File: src/rtl/freq_period_meter.sv
// Measures the period of asynchronous f_in in clk cycles, averaged over 2**AVG_LOG periods.
// Result, valid and timeout are held until the next start request.
module freq_period_meter #(
   parameter int unsigned CNT_W       = 16,
   parameter int unsigned AVG_LOG     = 2,
   parameter int unsigned SYNC_STAGES = 2
) (
   input  logic             clk,
   input  logic             rst,
   input  logic             f_in,
   input  logic             start,
   output logic             busy,
   output logic             valid,
   output logic             timeout,
   output logic [CNT_W-1:0] period
);

   localparam int unsigned ACC_W  = CNT_W + AVG_LOG;
   localparam int unsigned PCNT_W = (AVG_LOG > 0) ? AVG_LOG : 1;
   localparam logic [PCNT_W-1:0] PCNT_LAST = PCNT_W'((1 << AVG_LOG) - 1);
   localparam logic [CNT_W-1:0]  CNT_ONES  = '1;
   // cnt value whose increment would reach all-ones: abort instead of counting further
   localparam logic [CNT_W-1:0]  CNT_PRE   = CNT_ONES - CNT_W'(1);

   typedef enum logic [1:0] {
      IDLE    = 2'd0,
      ARM     = 2'd1,
      MEASURE = 2'd2
   } state_t;

   state_t            state;
   logic [SYNC_STAGES-1:0] sync_q;
   logic              edge_q;
   logic              rise_c;
   logic [CNT_W-1:0]  cnt;
   logic [ACC_W-1:0]  acc;
   logic [ACC_W-1:0]  sum_c;
   logic [PCNT_W-1:0] pcnt;

   // f_in synchronizer followed by rising-edge detect
   always_ff @(posedge clk or negedge rst) begin
      if (!rst) begin
         sync_q <= '0;
         edge_q <= 1'b0;
      end else begin
         sync_q <= {sync_q[SYNC_STAGES-2:0], f_in};
         edge_q <= sync_q[SYNC_STAGES-1];
      end
   end

   assign rise_c = sync_q[SYNC_STAGES-1] & ~edge_q;
   assign sum_c  = acc + ACC_W'(cnt);

   // measurement FSM; start has priority in every state and masks a same-cycle rise
   always_ff @(posedge clk or negedge rst) begin
      if (!rst) begin
         state   <= IDLE;
         busy    <= 1'b0;
         valid   <= 1'b0;
         timeout <= 1'b0;
         period  <= '0;
         cnt     <= '0;
         acc     <= '0;
         pcnt    <= '0;
      end else if (start) begin
         state   <= ARM;
         busy    <= 1'b1;
         valid   <= 1'b0;
         timeout <= 1'b0;
         cnt     <= '0;
         acc     <= '0;
         pcnt    <= '0;
      end else begin
         case (state)
            IDLE: begin
               busy <= 1'b0;
            end
            ARM: begin
               if (rise_c) begin
                  state <= MEASURE;
                  cnt   <= CNT_W'(1);
               end else if (cnt == CNT_PRE) begin
                  state   <= IDLE;
                  busy    <= 1'b0;
                  valid   <= 1'b1;
                  timeout <= 1'b1;
                  period  <= CNT_ONES;
               end else begin
                  cnt <= cnt + CNT_W'(1);
               end
            end
            MEASURE: begin
               if (rise_c) begin
                  if (pcnt == PCNT_LAST) begin
                     state  <= IDLE;
                     busy   <= 1'b0;
                     valid  <= 1'b1;
                     period <= CNT_W'(sum_c >> AVG_LOG);
                  end else begin
                     acc  <= sum_c;
                     cnt  <= CNT_W'(1);
                     pcnt <= pcnt + PCNT_W'(1);
                  end
               end else if (cnt == CNT_PRE) begin
                  state   <= IDLE;
                  busy    <= 1'b0;
                  valid   <= 1'b1;
                  timeout <= 1'b1;
                  period  <= CNT_ONES;
               end else begin
                  cnt <= cnt + CNT_W'(1);
               end
            end
            default: begin
               state <= IDLE;
               busy  <= 1'b0;
            end
         endcase
      end
   end

endmodule

File: config.mk
export PLATFORM = sky130hd
export DESIGN_NAME = freq_period_meter
export DESIGN_NICKNAME = d
export VERILOG_FILES = /design/src/rtl/freq_period_meter.sv
export SDC_FILE = /design/constraint.sdc
export NUM_CORES = 1
export LEC_CHECK = 0
export ABC_CLOCK_PERIOD_IN_PS = 7300
export CAP_MARGIN = 20
export CORE_MARGIN = 2
export CORE_UTILIZATION = 50
export CTS_CLUSTER_DIAMETER = 60
export DETAILED_ROUTE_END_ITERATION = 16
export PLACE_DENSITY = 0.69
export SETUP_SLACK_MARGIN = 0.2
export SLEW_MARGIN = 15
export SYNTH_ARGS = -nofsm -noshare
export SYNTH_HDL_FRONTEND = slang
export SYNTH_SLANG_ARGS = --single-unit
File: constraint.sdc
create_clock -name clk -period 7.3 [get_ports clk]
set_clock_uncertainty 0.05 [all_clocks]
set_input_delay 1.46 -clock clk [delete_from_list [all_inputs] [get_ports clk]]
set_output_delay 1.46 -clock clk [all_outputs]
set_load 0.02 [all_outputs]
==> summary.md, run 1 <==
| Metric | Value |
|---|---|
| Yosys warns | `0` |
| RSZ-0062 raised after global routing | `no` |
| Synth Flop Type | `dfrtp_1` |
| Synth top area cells | `dfrtp_1, ha_1, a21oi_1` |
| Yosys top cell by area | `dfrtp_1` |
| Inserted Diodes | `0` |
| Status | `completed` |
| First-pass iteration count of the detailed router | `5` |
| Min-Delay Path Class | `flop to flop` |
| Die ar. | `8200 µm²` |
| Core area | `approximately 7300 µm²` |
| Synthesized instance count | `411` |
| Synth Net Count | `roughly 440` |
| Post-synth EDFFs | `0` |
| Crit end category | `flop` |
| Share of the yosys chip area belonging to registers | `40.1%` |
| Initial antenna violation count | `0` |
| Synthesized area | `3750 µm²` |
| Vias | `around 3200` |
| Setup Buffers After CTS | `0` |
| Hold-fix buffers, CTS | `0` |
| Worst EP arrival | `between 3 and 4 ns` |
| CP Class | `input pin to flop` |
| CTS tree | `built` |
| Worst-Skew Late Latency | `between 0.3 and 0.4 ns` |
| Power density cells | `just under 200 nW/µm²` |
| Fin nets | `about 460` |
| WL final | `8.83 mm` |
| Vias in the first global route | `3134` |
| Top achievable clock speed | `about 0.29 GHz` |
| CP max-delay cell | `nor3_1` |
| Critical-path cell list | `clkdlybuf4s50_1 > buf_4 > or2b_2 > nor3_1 > nand2_1 > a21oi_1 > a311oi_1` |
| Htree depth | `3` |
| Slew margin rel. | `a little over a third` |
| Clock Path Buffers | `2` |
| ANT nets after route | `0` |
| Area Growth Syn to Fin | `12.5%` |
| Nature of the critical path startpoint | `input pin` |
| CTS sink cnt | `60` |
| Post-synth top cells | `dfrtp_1, nor2_1, nand2_1` |
| Final-report max-slew violation count | `0` |
| Total global routing track utilization | `a little under a quarter` |
| Final period util | `a little under half` |
| Rows | `31` |
| Finish-stage setup viols | `0` |
| I/O pin cnt | `23` |
| Total power | `~0.8 mW` |
| DRC | `0` |
| Root buf cell | `clkbuf_8` |
| Largest net degree at the start of global routing | `61` |
| Yosys top cell area share | `roughly 40%` |
| Sequential Area | `approximately 1500 µm²` |
| Worst path max stage delay | `0.78 ns` |
| Final Wtd Congestion | `0.926` |
| Fin. Hold Viols | `0` |
| CTS-repair resized insts | `0` |
| Die W | `between 90 and 100 µm` |
| Max-cap violations | `0` |
| Initial DRC count | `220` |
| Vias per std cell | `5.97` |
| Initial Util | `approximately half` |
| Global-route wire length before repair | `between 15 and 20 mm` |
| Most frequent cell after synthesis | `dfrtp_1` |
| VDD IR-drop max | `between 0.15 and 0.2 mV` |
| Yosys reg bits | `60` |
| CP max FO | `44` |
| Area of the multi-input gates | `approximately 2100 µm²` |
| Routed len/inst | `16.6 µm` |
| Critical path's top delay family | `simple AND/OR/NAND/NOR gates` |
| Ys async rst share | `100%` |
| Number of buffers added on ports | `22` |
| Reg clk slew, reported paths | `~0.07 ns` |
| Fillers | `~650` |
| Leakage | `1.88 nW` |
| CTS Buf Count | `9` |
| Height of the die | `90.6 µm` |
| Final min period | `roughly 3.5 ns` |
| Overflow after GRT | `0` |
| Critical Path RT | `7.45 ns` |
| Setup_tns | `0 ns` |
| Synthesized area per cell | `9.12 µm²` |
| Cell variety after synth | `slightly below 60` |
| Share of layout cells above drive strength 1 | `between 10% and 20%` |
| Worst-margin pin slew | `~0.96 ns` |
| DP HPWL | `~6.2 mm` |
| Buf/Inv on CP | `2` |
## state kept, by name, indices dropped and copies added (netlist names), 2 cells and up
register and cells:
sync_q 2, pcnt 2, state 2, period 16, acc 18, cnt 16
## area by class of cell
type,instances,area share (%)
inverter,15,1.34
clock buffer,11,3.59
timing repair buffer,24,5.46
multi-input combinational,318,49.9
tap,99,2.94
clock inverter,5,1.19
sequential,60,35.6
## cells in the final DEF (no fill, tap or decap), types with 5 or more instances in the layout
| cell type | synthesis | routed |
|---|---|---|
| clkdlybuf4s50_1 | 0 | 21 |
| nor3_1 | 10 | 10 |
| nand3b_1 | 6 | 6 |
| a31oi_1 | 7 | 7 |
| nand3_1 | 14 | 14 |
| o211ai_1 | 6 | 6 |
| o22a_2 | 8 | 8 |
| nand4_1 | 5 | 5 |
| nand2_1 | 38 | 38 |
| ha_1 | 22 | 22 |
| a21oi_1 | 37 | 37 |
| nor3b_1 | 5 | 5 |
| o31ai_1 | 7 | 7 |
| dfrtp_1 | 60 | 60 |
| or3_1 | 5 | 5 |
| nand2b_1 | 6 | 6 |
| nor2_1 | 39 | 39 |
| inv_1 | 15 | 15 |
| a211oi_1 | 5 | 5 |
| xnor2_1 | 13 | 13 |
| a21o_1 | 9 | 9 |
| xor2_1 | 5 | 5 |
| clkbuf_8 | 0 | 11 |
| o21ai_0 | 23 | 23 |
## logic make-up (layout without fill, tap and decap cells)
kind of cell / after synthesis / after routing / synth area share, %
buffers and inverters: 33 / 55 / 3.84
and+or+nand+nor: 155 / 155 / 21.9
AOI/OAI and AO/OA: 121 / 121 / 21.8
xor gates and xnor gates: 18 / 18 / 4.21
DFF: 60 / 60 / 40.1
muxes: 1 / 1 / 0.300
adders and majority gates: 23 / 23 / 7.88
## per-layer routing
metal,GRT usage (%),share of wire [%],up-vias
met4,8.59,2.3,0
met3,5.43,4.9,19
li1,-,-,1526
met1,30.7,44,1528
met2,37.1,49,102
met5,0,0,-
## path summary, 6_finish.rpt
kind,startpoint,to,slack (ns),cells past startpoint
min in group asynchronous,rst,cnt[13]$_DFFE_PN0P_,1.24,2
hold / removal,sync_q[0]$_DFF_PN0_,sync_q[1]$_DFF_PN0_,0.30,0
setup reg to reg,cnt[0]$_DFFE_PN0P_,acc[16]$_DFFE_PN0P_,4.54,9
setup / recovery,start,period[5]$_DFFE_PN0P_,3.82,7
max in group asynchronous,rst,acc[4]$_DFFE_PN0P_,5.47,2
hold reg to reg,sync_q[0]$_DFF_PN0_,sync_q[1]$_DFF_PN0_,0.30,0
## where the power goes
part / internal [mW] / switching [mW]
registers: 0.354 / 0.0166
clock network: 0.174 / 0.130
logic: 0.0624 / 0.0796
## through the flow
step | utilization, % | area [µm²] | cells | setup WS [ns] | hold WS (ns)
after global placement | 55.3 | 4010 | 516 | 3.50 | 0.283
after floorplan | - | 3750 | 411 | 4.45 | 0.281
final | 58.1 | 4220 | 532 | 3.82 | 0.298
after detailed placement | 55.3 | 4010 | 516 | 3.47 | 0.285
after global routing | 58.1 | 4220 | 532 | 3.66 | 0.308
after CTS | 58.1 | 4220 | 532 | 3.83 | 0.300
No activity file was read; power rests on OpenSTA's default activity.
==> run 2: changes to the inputs <==
--- a/config.mk
+++ b/config.mk
@@ -5,13 +5,13 @@
 export SDC_FILE = /design/constraint.sdc
 export NUM_CORES = 1
 export LEC_CHECK = 0
-export ABC_CLOCK_PERIOD_IN_PS = 7300
+export ABC_CLOCK_PERIOD_IN_PS = 2810
 export CAP_MARGIN = 20
 export CORE_MARGIN = 2
 export CORE_UTILIZATION = 50
 export CTS_CLUSTER_DIAMETER = 60
 export DETAILED_ROUTE_END_ITERATION = 16
-export PLACE_DENSITY = 0.69
+export PLACE_DENSITY = 0.72
 export SETUP_SLACK_MARGIN = 0.2
 export SLEW_MARGIN = 15
 export SYNTH_ARGS = -nofsm -noshare
==> constraint.sdc (replaced) <==
create_clock -name clk -period 2.81 [get_ports clk]
set_clock_uncertainty 0.05 [all_clocks]
set_input_delay 0.562 -clock clk [delete_from_list [all_inputs] [get_ports clk]]
set_output_delay 0.562 -clock clk [all_outputs]
set_load 0.02 [all_outputs]
==> summary.md, run 2 (synthesized netlist as in run 1, its figures left out) <==
| Metric | Value |
|---|---|
| Critical Path RT | `roughly 3 ns` |
| Largest net degree at the start of global routing | `61` |
| Vias in the first global route | `3200` |
| Core area | `7250 µm²` |
| Commonest non-fill, non-tap cells in the layout | `dfrtp_1, nor2_1, nand2_1` |
| Nature of the critical path startpoint | `flop` |
| Root buf cell | `clkbuf_8` |
| CP max FO | `5` |
| Fin. Hold Viols | `0` |
| Setup slack after placement | `~0.23 ns` |
| Regs by FF count | `acc: 18 flops, cnt: 16 flops, period: 16 flops` |
| Hold-fix buffers, CTS | `0` |
| Total global routing track utilization | `about a quarter` |
| CTS sink cnt | `60` |
| WL final | `just under 9 mm` |
| Sequential Area | `about 1500 µm²` |
| Area of the multi-input gates | `2140 µm²` |
| Most flops, register | `acc` |
| Clock Path Buffers | `2` |
| Vias per std cell | `slightly below 6` |
| Max reg flops | `18` |
| Number of buffers added on ports | `22` |
| CTS-repair resized insts | `0` |
| RSZ-0062 raised after global routing | `yes` |
| Htree depth | `3` |
| Setup Buffers After CTS | `0` |
| Share of layout cells above drive strength 1 | `13.6%` |
| DP HPWL | `roughly 6.4 mm` |
| Sequential share of power | `a little under half` |
| Status | `completed` |
| Routed len/inst | `~17 µm` |
| Post-DP Area | `~4100 µm²` |
| P_sw | `between 0.6 and 0.7 mW` |
| CP Class | `flop to flop` |
| I/O pin cnt | `23` |
| Final Wtd Congestion | `0.872` |
| Fin nets | `462` |
| Fin area | `between 4000 and 5000 µm²` |
| Die ar. | `slightly above 8000 µm²` |
| Commonest non-fill, non-tap cell in the layout | `dfrtp_1` |
| Slew margin rel. | `roughly half` |
| Final period util | `roughly nine tenths` |
| Global-route wire length before repair | `~16 mm` |
| Crit end category | `flop` |
| ANT nets after route | `0` |
| Height of the die | `90.6 µm` |
| Initial antenna violation count | `0` |
| Min-Delay Path Class | `flop to flop` |
| Finish-stage setup viols | `0` |
| Die W | `90.6 µm` |
| Rows | `31` |
| Worst-margin pin slew | `approximately 0.76 ns` |
| Switching portion of total power | `a little under a third` |
| Reg clk slew, reported paths | `0.07 ns` |
| CTS tree | `built` |
| Clock share of power | `approximately a third` |
| Reg2reg setup slack | `about 0.33 ns` |
| Leakage | `around 1.9 nW` |
| Final setup margin | `around 0.33 ns` |
| First-pass iteration count of the detailed router | `5` |
| Worst EP arrival | `between 2 and 3 ns` |
| Non-filler instance count after layout | `between 500 and 600` |
| Vias | `3141` |
| DRC | `0` |
| Fillers | `around 650` |
| Area Growth Syn to Fin | `14.1%` |
| Inserted Diodes | `0` |
| Top achievable clock speed | `between 0.4 and 0.5 GHz` |
| Max-cap violations | `0` |
| Total power | `~2.0 mW` |
| Initial DRC count | `262` |
| Worst-Skew Late Latency | `around 0.35 ns` |
| Comb pwr share | `approximately 18%` |
| Final min period | `around 2.5 ns` |
| Overflow after GRT | `0` |
| Dpl cells | `about 520` |
| Final-report max-slew violation count | `0` |
| Internal Power | `roughly 1.4 mW` |
| Power density cells | `around 470 nW/µm²` |
| Setup_tns | `0 ns` |
| CTS Buf Count | `9` |
| Initial Util | `51.7%` |
| VDD IR-drop max | `0.389 mV` |
run 2: cell count changes in the layout (fill, tap and decap cells not counted), sizes merged:
cell      delta
buf          +7
bufinv       -1
clkbuf       -1
clkinv       -1
clkinvlp     +3
run 2: per-layer routing:
metal | global-route usage (%) | vias up | wire, µm
met5 | 0 | - | 0
met4 | 9.49 | 0 | 152
met2 | 36.9 | 88 | 4090
li1 | - | 1534 | -
met3 | 4.26 | 16 | 513
met1 | 32.7 | 1503 | 4180
run 2: worst max-delay path, cell delays in order (launching register included):
cell and delay (ns):
dfrtp_1 0.42, ha_1 0.41, a21o_1 0.23, a21oi_1 0.40, a211oi_2 0.15, o31ai_1 0.36, nor2_1 0.08, mux2_2 0.28
run 2: power groups by stage:
stage	Clock (mW)	Sequential [mW]	Combinational (mW)
finish	0.683	0.965	0.372
floorplan	0	1.02	0.171
detailed placement	0	0.979	0.372
global route	0.744	0.973	0.411
CTS	0.698	0.964	0.375
global placement	0	0.979	0.368
run 2: final timing paths:
path / startpoint / depth (start not counted) / end
max: cnt[4]$_DFFE_PN0P_ / 7 / acc[16]$_DFFE_PN0P_
min: sync_q[0]$_DFF_PN0_ / 0 / sync_q[1]$_DFF_PN0_
max reg2reg: cnt[4]$_DFFE_PN0P_ / 7 / acc[16]$_DFFE_PN0P_
min reg2reg: sync_q[0]$_DFF_PN0_ / 0 / sync_q[1]$_DFF_PN0_
max in group asynchronous: rst / 2 / cnt[0]$_DFFE_PN0P_
min in group asynchronous: rst / 2 / pcnt[0]$_DFFE_PN0P_
run 2: stage by stage:
stage | hold WS, ns | util, %
global placement | 0.283 | 56.1
detailed placement | 0.292 | 56.1
CTS | 0.307 | 58.4
global route | 0.310 | 58.9
floorplan | 0.216 | -
finish | 0.302 | 58.9
run 2: area by class of cell:
cell class,instances,area share [%]
Tap cell,99,2.90
Multi-Input combinational cell,318,50.1
Clock buffer,10,2.99
Timing Repair Buffer,31,6.62
Inverter,15,1.32
Clock inverter,6,0.966
Sequential cell,60,35.2
==> run 3: changes to the inputs <==
==> constraint.sdc (replaced) <==
create_clock -name clk -period 2.81 [get_ports clk]
set_clock_uncertainty 0.05 [all_clocks]
set_input_delay 0.562 -clock clk [delete_from_list [all_inputs] [get_ports clk]]
set_output_delay 0.562 -clock clk [all_outputs]
set_load 0.01 [all_outputs]
==> results of run 3 <==
The final DEF is identical to that of run 2. Status: completed.
Main changes from that run: total power 2.02 mW -> 1.99 mW; worst IR drop on VDD 0.389 mV -> 0.381 mV
==> variant: new RTL, settings of run 3 <==
Put one more register stage on the output `period`, with the module's reset. The value now appears one clock later. The other outputs are not delayed to match. Comments in the files are not updated.
--- a/src/rtl/freq_period_meter.sv
+++ b/src/rtl/freq_period_meter.sv
@@ -28,4 +28,6 @@
       MEASURE = 2'd2
    } state_t;
+
+   logic [CNT_W-1:0] period_s0;
 
    state_t            state;
@@ -59,5 +61,5 @@
          valid   <= 1'b0;
          timeout <= 1'b0;
-         period  <= '0;
+         period_s0 <= '0;
          cnt     <= '0;
          acc     <= '0;
@@ -85,5 +87,5 @@
                   valid   <= 1'b1;
                   timeout <= 1'b1;
-                  period  <= CNT_ONES;
+                  period_s0 <= CNT_ONES;
                end else begin
                   cnt <= cnt + CNT_W'(1);
@@ -96,5 +98,5 @@
                      busy   <= 1'b0;
                      valid  <= 1'b1;
-                     period <= CNT_W'(sum_c >> AVG_LOG);
+                     period_s0 <= CNT_W'(sum_c >> AVG_LOG);
                   end else begin
                      acc  <= sum_c;
@@ -107,5 +109,5 @@
                   valid   <= 1'b1;
                   timeout <= 1'b1;
-                  period  <= CNT_ONES;
+                  period_s0 <= CNT_ONES;
                end else begin
                   cnt <= cnt + CNT_W'(1);
@@ -120,4 +122,12 @@
    end
 
+   always_ff @(posedge clk or negedge rst) begin
+      if (!rst) begin
+         period <= '0;
+      end else begin
+         period <= period_s0;
+      end
+   end
+
 endmodule
 
Behaviour: no difference found for any inputs over 10 cycles, from zero or initial values and one cycle with rst low; that may be too few to reach the edited logic, so the function may still have changed.
==> variant against run 3 <==
Synthesized area up 8.5%. Total power up 11%. Synthesized cell count up 0.73%. Routed wire length down 0.51%. Sequential share of layout area up 5.0 points. Utilization up 1.7 points. Sequential cell count up 16. Setup slack worse by 0.20 ns. Design area up 11%. Critical path type unchanged. Highest routed layer unchanged.
==> variant: results <==
[placement]
dpl-instance-area_um2 = 4443
port_buffers = 22
routabilityCongestion = 0.8633
placed_cells = 534
dp_hpwl_mm = 6.156

[power]
vdd_ir_drop_max_v = 0.0002732
leakage_nw = 2.157

[finish]
diodes = 0
fin_cells = 557
top_register = "acc"
largest_reg_flops = 18
drive_gt1_share_pct = 12.97
final_nets = 477

[routing]
drt-initial-drc-count = 166
wl_per_cell_um = 15.96
routed_via_density = 5.740
first_pass_iters = 4
wl_met1_mm = 4.267
wl_met2_mm = 4.133
routed.top_layer = "met4"
met3_length_um = 337

[setup_path]
slowest_delay_ns = 0.50
cp_max_fo = 4
rr_worst_depth = 9
critPathSlowestCell = "a2111oi_4"
crit_family = "compound AO/OA/AOI/OAI gates"
rrSetupSlack_ns = 0.13
critical_path_arrival_ns = 2.92

[global_routing]
gr-total-overflow = 0
grt_pass1_vias = 3204
grt_pass1_wl_mm = 15.30
antenna_found_initial = 0
grt_start_max_net_pins = 77
gr-usage-all-layers_pct = 22.14

[synth]
syn_avg_cell_area_um2 = 9.819
synthDistinctLibCells = 56
synth-async-reset-ratio_pct = 100.0
synth_seq_area_share_pct = 46.78
synth.net_count = 441
synthTopCellsByArea = "dfrtp_1, ha_1, nor2_1"
synth_commonest_cells = "dfrtp_1, nor2_1, nand2_1, a21oi_1, ha_1"
synth_warnings = 0

[clock_network]
clock_latency_ns = 0.35
path_clk_slew_ns = 0.08
clk_path_buf_depth = 2
clockRootBuffer = "clkbuf_8"
cts.htree.levels = 3
numCtsBuffers = 9

[sta]
holdWs_ns = 0.2876
finalCritPeriodShare_pct = 95.44
max_slew_margin_pct = 35.71

[hold_path]
hp-class = "in2async"

[outcome]
status = "finished, final reports clean"
variant: cell count changes after synthesis, sizes merged, moves of 5 or more:
cell          run 3  this run
o21ai            23        11
dfrtp            60        76
xor2              5        15
nor2             40        49
and4              0         5
xnor2            13         8
nand3            14        19
variant: routing by layer:
metal | vias to the layer above | global-route usage (%)
met5 | - | 0
met4 | 0 | 9.420
met3 | 14 | 3.210
met2 | 65 | 35.06
met1 | 1558 | 30.39
li1 | 1560 | -
variant: power by group:
part	switching, mW	internal [mW]
registers	0.0126	1.11
logic	0.132	0.0742
clock network	0.414	0.460
total	0.558	1.65
variant: cell type report:
| type | count | area (um2) |
|---|---|---|
| Timing Repair Buffer | 43 | 375.4 |
| Clock buffer | 11 | 151.4 |
| Inverter | 11 | 41.29 |
| Multi-Input combinational cell | 309 | 2074 |
| Tap cell | 102 | 127.6 |
| Sequential cell | 76 | 1902 |
| Fill cell | 667 | 3077 |
| Clock inverter | 5 | 58.81 |
variant: timing repair:
| item | in CTS | in global routing |
|---|---|---|
| buffers inserted | 0 | 7 |
| pin swaps | 3 | 11 |
| gates resized for setup | 1 | 8 |
| setup endpoints to repair | 3 | 10 |
variant: cell families (layout without fill, tap and decap cells):
| logic type | after synthesis | in the layout | share of synthesized area (%) |
|---|---|---|---|
| flops | 76 | 76 | 46.78 |
| simple gates | 168 | 168 | 20.81 |
| fa+ha+maj | 23 | 23 | 7.264 |
| xor+xnor | 23 | 23 | 4.956 |
| compound gates | 95 | 95 | 17.39 |
| buf+inv | 29 | 70 | 2.801 |
variant: worst paths after layout:
kind / startpoint / end
max reg2reg: cnt[0] / acc[16]
min reg2reg: sync_q[0] / sync_q[1]
min in group clk: sync_q[0] / sync_q[1]
max in group asynchronous: rst / period_s0[6]
min: rst / cnt[4]
max: cnt[0] / acc[16]
